<file path="src/rtl/multicycle_sequencer.sv">
// Main state sequencer of the multicycle CPU54 core.
// Steps each instruction through IF/ID/EX/MEM/WB plus MDU-wait and trap entry,
// drives the per-state strobes and counts retired instructions.
// Optional feature: define MDU_TIMEOUT_EN to build the MDU watchdog that traps
// after MDU_TIMEOUT cycles in S_MDU without mdu_done.
module multicycle_sequencer #(
    parameter int CNT_W       = 32,
    parameter int MDU_TIMEOUT = 64
) (
    input  logic             clk,
    input  logic             reset,
    input  logic             run,
    input  logic             is_load,
    input  logic             is_store,
    input  logic             is_mdu,
    input  logic             is_wb,
    input  logic             is_trap,
    input  logic             mem_ready,
    input  logic             mdu_done,
    output logic [2:0]       state,
    output logic [4:0]       beat,
    output logic             mem_req,
    output logic             IR_in,
    output logic             PC_in,
    output logic             mdu_start,
    output logic             rf_we_en,
    output logic             exc_entry,
    output logic             instr_done,
    output logic             timeout,
    output logic [CNT_W-1:0] instret
);

    typedef enum logic [2:0] {
        S_IF   = 3'd0,
        S_ID   = 3'd1,
        S_EX   = 3'd2,
        S_MEM  = 3'd3,
        S_WB   = 3'd4,
        S_MDU  = 3'd5,
        S_TRAP = 3'd6
    } state_t;

    state_t cur, nxt;
    logic   to_hit;

`ifdef MDU_TIMEOUT_EN
    localparam logic [7:0] TO_LAST = 8'(MDU_TIMEOUT - 1);
    logic [7:0] to_cnt;

    // Watchdog counter: zero outside S_MDU, so it starts at 0 on every entry
    always_ff @(posedge clk or negedge reset) begin
        if (!reset)
            to_cnt <= 8'd0;
        else if (cur != S_MDU)
            to_cnt <= 8'd0;
        else
            to_cnt <= to_cnt + 8'd1;
    end

    assign to_hit = (to_cnt == TO_LAST);
`else
    // Without the watchdog S_MDU waits forever; keep the parameter referenced
    logic unused_cfg;
    assign unused_cfg = ^(8'(MDU_TIMEOUT));
    assign to_hit     = 1'b0;
`endif

    // State register
    always_ff @(posedge clk or negedge reset) begin
        if (!reset)
            cur <= S_IF;
        else
            cur <= nxt;
    end

    // Retired-instruction counter, wraps silently
    always_ff @(posedge clk or negedge reset) begin
        if (!reset)
            instret <= '0;
        else if (instr_done)
            instret <= instret + CNT_W'(1);
    end

    // Next-state and strobe decode; strobes are suppressed while reset is held
    always_comb begin
        nxt        = cur;
        beat       = 5'b00000;
        mem_req    = 1'b0;
        IR_in      = 1'b0;
        PC_in      = 1'b0;
        mdu_start  = 1'b0;
        rf_we_en   = 1'b0;
        exc_entry  = 1'b0;
        instr_done = 1'b0;
        timeout    = 1'b0;
        case (cur)
            S_IF:  beat = 5'b00001;
            S_ID:  beat = 5'b00010;
            S_EX:  beat = 5'b00100;
            S_MEM: beat = 5'b01000;
            S_WB:  beat = 5'b10000;
            default: beat = 5'b00000;
        endcase
        if (reset) begin
            case (cur)
                S_IF: begin
                    mem_req = run;
                    if (run && mem_ready) begin
                        IR_in = 1'b1;
                        nxt   = S_ID;
                    end
                end
                S_ID: begin
                    nxt = is_trap ? S_TRAP : S_EX;
                end
                S_EX: begin
                    if (is_mdu) begin
                        mdu_start = 1'b1;
                        nxt       = S_MDU;
                    end else if (is_load || is_store) begin
                        nxt = S_MEM;
                    end else if (is_wb) begin
                        nxt = S_WB;
                    end else begin
                        PC_in      = 1'b1;
                        instr_done = 1'b1;
                        nxt        = S_IF;
                    end
                end
                S_MEM: begin
                    mem_req = 1'b1;
                    if (mem_ready) begin
                        if (is_load) begin
                            nxt = S_WB;
                        end else begin
                            PC_in      = 1'b1;
                            instr_done = 1'b1;
                            nxt        = S_IF;
                        end
                    end
                end
                S_WB: begin
                    rf_we_en   = 1'b1;
                    PC_in      = 1'b1;
                    instr_done = 1'b1;
                    nxt        = S_IF;
                end
                S_MDU: begin
                    if (mdu_done) begin
                        if (is_wb) begin
                            nxt = S_WB;
                        end else begin
                            PC_in      = 1'b1;
                            instr_done = 1'b1;
                            nxt        = S_IF;
                        end
                    end else if (to_hit) begin
                        timeout = 1'b1;
                        nxt     = S_TRAP;
                    end
                end
                S_TRAP: begin
                    exc_entry = 1'b1;
                    PC_in     = 1'b1;
                    nxt       = S_IF;
                end
                default: nxt = S_IF;
            endcase
        end
    end

    assign state = cur;

endmodule

</file>
<file path="config.mk">
export PLATFORM = sky130hd
export DESIGN_NAME = multicycle_sequencer
export DESIGN_NICKNAME = d
export VERILOG_FILES = /design/src/rtl/multicycle_sequencer.sv
export SDC_FILE = /design/constraint.sdc
export NUM_CORES = 1
export LEC_CHECK = 0
export CAP_MARGIN = 30
export CORE_ASPECT_RATIO = 2
export CORE_MARGIN = 2
export CORE_UTILIZATION = 47
export CTS_CLUSTER_DIAMETER = 50
export DETAILED_ROUTE_END_ITERATION = 8
export PLACE_DENSITY = 0.84
export SYNTH_ARGS = -nofsm -noshare
export SYNTH_HDL_FRONTEND = slang
export SYNTH_SLANG_ARGS = --single-unit
</file>
<file path="constraint.sdc">
create_clock -name clk -period 2.87 [get_ports clk]
set_clock_uncertainty 0.15 [all_clocks]
set_input_delay 0.574 -clock clk [delete_from_list [all_inputs] [get_ports clk]]
set_output_delay 0.574 -clock clk [all_outputs]
set_load 0.03 [all_outputs]
</file>
Word level (Yosys, flattened, before mapping)
Index checks and enable logic that the tools add are counted.
Word-level totals
  flip-flop bits (word level): 35
  output and inout port bits: 48
  logic and storage cells: 49
Operators by class
  add/sub/neg operators: 1
  equal/unequal tests: 9
  mux-type cells: 32
  reduce and logical (&&, ||, !) cells: 5
Operators by type and width (count)
  32-bit by 1-bit adder with 32-bit output, second input constant: 1
  5-bit one-hot mux with 5 select lines: 1
  3-bit two-way mux: 8
  1-bit two-way mux: 19
  3-bit one-hot mux with 5 select lines: 1
  3-bit == test, second input constant: 3
  1-bit one-hot mux with 4 select lines: 2
  3-bit by 2-bit == test with 1-bit output, second input constant: 2
  2-bit inequality test, second input constant: 3
  4-bit AND reduction: 1
  3-bit by 1-bit == test with 1-bit output, second input constant: 1
  3-bit logical NOT: 1
  1-bit one-hot mux with 2 select lines: 1
  2-bit OR reduction: 1
  1-bit logical AND: 1
  1-bit logical OR: 1

Logic depth before layout (Yosys ltp)
Gate-level depths: netlist of the first run.
  depth after elaboration: 5
  depth in mapped cells: 7

Worst setup path after synthesis of the first run
No wires, ideal clock.
  kind: reg2out
  start point: register cur[0] (netlist: state[0])
  end point: output mem_req
  arrival: 2.444 ns
  data required time: 2.146 ns
  slack: -0.298 ns
  cell stages (with the launch flop): 5
  cell sequence: dfrtp_1 > buf_6 > nor3_1 > nand2_1 > a21boi_0
Between the ends
  longest elaborated chain between the ends: 3
  elaborated cells on any way between the ends: 4
  classes of those cells: eq/ne: 1; mux: 2; reduce/logical: 1
Ends and longest elaborated chain
  start: declaration: line 43  | state_t cur, nxt;
  start signal: assignment: line 73  | cur <= nxt;
  3-bit by 2-bit == test with 1-bit output / 3-bit logical NOT (equally long branches): line 105  | case (cur)
  1-bit one-hot mux with 2 select lines *: line 105
  1-bit two-way mux *: line 104  | if (reset) begin
  end: declaration: line 22  | output logic mem_req,
Every way passes the cells marked *; elsewhere a longest branch is shown, timed or not.

Worst setup path in the final report of the first run
  start point: register cur[0] (netlist: state[0])
  end point: output beat[1]
Between the ends
  longest elaborated chain between the ends: 2
  elaborated cells on any way between the ends: 6
  classes of those cells: eq/ne: 4; mux: 1; reduce/logical: 1
Ends and longest elaborated chain
  3-bit == test (tied with other cells): line 96  | case (cur)
  5-bit one-hot mux with 5 select lines *: line 96
  end: declaration: line 21  | output logic [4:0] beat,
Marked as above.

==> results of run 1 <==
==> metal layers <==
| metal | vias to the layer above | global-route usage [%] | part of all wire (%) |
|---|---|---|---|
| met4 | 0 | 7.86 | 1.6 |
| met2 | 50 | 41.6 | 58 |
| li1 | 777 | - | - |
| met5 | - | 0 | 0 |
| met1 | 794 | 22.8 | 37 |
| met3 | 6 | 3.34 | 3.9 |
==> through the flow <==
stage	total power, mW	cell area (um2)	instances
finish	1.85	2650	300
global route	1.93	2650	300
CTS	1.86	2650	300
detailed placement	1.41	2520	291
global placement	1.39	2520	291
floorplan	1.12	1910	183
==> power by group <==
group,internal [mW],switching (mW)
sequential,0.550,0.121
combinational,0.316,0.410
clock,0.281,0.170
total,1.15,0.701
==> cell families after synthesis <==
| family | Yosys count | share of synthesized area (%) |
|---|---|---|
| AND/OR/NAND/NOR | 84 | 25.8 |
| flip-flops | 35 | 46.0 |
| XOR/XNOR | 31 | 14.3 |
| AO/OA/AOI/OAI | 17 | 8.21 |
| buffers and inverters | 13 | 4.27 |
| adder cells (fa/ha/maj) | 1 | 0.657 |
| other | 1 | 0.197 |
| multiplexers | 1 | 0.591 |
==> layout make-up <==
cell class,instances,area [um2],area share (%)
Clock buffer,6,82.6,3.11
Clock inverter,2,35.0,1.32
Inverter,6,22.5,0.849
Multi-Input combinational cell,135,952,35.9
Sequential cell,35,878,33.1
Tap cell,51,63.8,2.41
Timing Repair Buffer,65,618,23.3
==> registers in the layout (all words and copies together), names as in the netlist <==
signal and cells:
instret 32, state 3
==> placed cells by master, fill, tap and decap left out, drive strengths merged, types with 2 or more instances in the layout <==
cell type and count:
clkinv 2, nor3 10, clkbuf 6, o21ai 2, and3 7, nand4 11
nand2b 2, and2 2, a21oi 3, nor2 11, dfrtp 35, a21o 2
and4 2, xor2 11, clkdlybuf4s50 50, nand3b 2, a2111oi 2, nand2 15
nor4 3, nand3 16, buf 13, inv 5, nor3b 3, xnor2 20
==> final timing paths <==
| check | slack (ps) | from | endpoint |
|---|---|---|---|
| setup / recovery | 130 | state[0] | beat[1] |
| hold / removal | 290 | reset | instret[22] |
| setup reg to reg | 650 | state[2] | instret[29] |
| hold reg to reg | 340 | instret[31] | instret[31] |
| max in group asynchronous | 1770 | reset | instret[6] |
| min in group clk | 340 | instret[31] | instret[31] |
==> worst max-delay path: stages, from the launching register on <==
cell	delay, ps
dfrtp_2	500
buf_4	190
nor3b_1	290
clkdlybuf4s50_1	740
==> what timing repair did <==
item,in CTS,in global routing
hold buffers,1,0
gates resized for setup,0,3
endpoints found under the setup margin,0,3
hold endpoints to repair,4,0
==> metrics.md, run 1 <==
| Metric | Value |
|---|---|
| Status | completed |
| Most numerous cell in the Yosys netlist | dfrtp_1 |
| Average vias per placed instance | approximately 5.4 |
| Crit Path Max Fanout | 8 |
| Drt drc | 0 |
| Final-report setup violation count | 0 |
| Post-synth ARST share | 100% |
| Worst slew pin tran | between 600 and 700 ps |
| Fin crit share | between 90% and 100% |
| I/O Buffers | 56 |
| Type of the tightest min-delay check | in2async |
| Root buffer cell | clkbuf_8 |
| First-pass GRT wire length | roughly 7600 um |
| Core Util, Final | around two thirds |
| Minimum clock period | approximately 2700 ps |
| Top FF cell, synth | dfrtp_1 |
| Fin. Hold Viols | 0 |
| Cell taking the most area after synthesis | dfrtp_1 |
| Num ports | a little under 60 |
| Area Overhead vs Synth | 39.3% |
| Setup Total Neg Slack | 0 ps |
| GR Util All Layers | ~21% |
| DP Worst Slack | approximately 140 ps |
| Syn_nets | just under 200 |
| Top post-synthesis cells by count | 35 x dfrtp_1, 20 x xnor2_1, 16 x nand3_1, 15 x nand2_1 |
| Avg Cell Area, Syn | roughly 10 um2 |
| Crit end category | output pin |
| Number of global-route vias before repair | ~1600 |
| N_diodes | 0 |
| P_leak | 1.16 nW |
| Initial antenna violation count | 0 |
| # H-tree levels | 2 |
| Routed Antenna Nets | 0 |
| Row Count | 32 |
| R2R depth | 7 |
| Clk buf depth | 2 |
| CP Class | reg2out |
| Clock latency on the worst-skew pair | 280 ps |
| Pwr dens | approximately 700 nW/um2 |
| Hold slack | between 200 and 300 ps |
| Max IR drop VDD | ~0.00046 V |
| CTS tree | done |
| Layout cell share with drive strength beyond 1 | 14.1% |
| Vias | 1627 |
| Mapped Area | 1900 um2 |
| Crit start category | register |
| Die width | 49.0 um |
| Routed len/inst | approximately 15 um |
| Largest net degree at the start of global routing | 32 |
| Post-synth EDFFs | 0 |
| Netlist cell types | 40 |
| DPL Wire Length | about 3500 um |
| Core area | between 3000 and 4000 um2 |
| Max-Cap Viols | 0 |
| Clk sinks | 35 |
| Gpl congestion | between 0.8 and 0.9 |
| Max_slew headroom | about three fifths |
| Layout Nets | around 260 |
| Die Span Y | roughly 94 um |
| Synthesized flop and latch total | 35 |
| Drt initial violations | 39 |
| CTS buffer count | 5 |
| Critical Path RT | roughly 2200 ps |
| RSZ-0062 raised after global routing | false |
| Reg clk slew, reported paths | about 70 ps |
| Initial Util | between 40 and 50% |
| DRT Pass-1 Iters | 4 |
| Mapped Cells | around 180 |
| Filler cell count | 309 |
| Final Max Tran Viols | 0 |
| Register area share after synthesis | 46.0% |
| Synth warn | 0 |
| F_max | between 300 and 400 MHz |
| Die ar. | 4610 um2 |
| Final WS setup | between 100 and 150 ps |
| Top cell type's share of synthesized area | a little under half |
| Total wire length | between 4000 and 5000 um |
| Critical path arrival | between 2000 and 2500 ps |
| Total gr overflow | 0 |
| Synth area leaders | dfrtp_1 46%, xnor2_1 9.2%, xor2_1 5.1% |
| Post-CTS Setup Inserts | 0 |
Power figures use the tool's default switching activity.
==> run 2: changes to the inputs <==
Settings changed: HOLD_SLACK_MARGIN from default to 0.02.
==> results of run 2 <==
The final DEF is identical to that of run 1; final timing and power are the same.
==> run 3: changes to the inputs <==
Settings changed: CTS_CLUSTER_DIAMETER 50 to default.
==> results of run 3 <==
The final DEF is identical to that of run 1; final timing and power are the same.
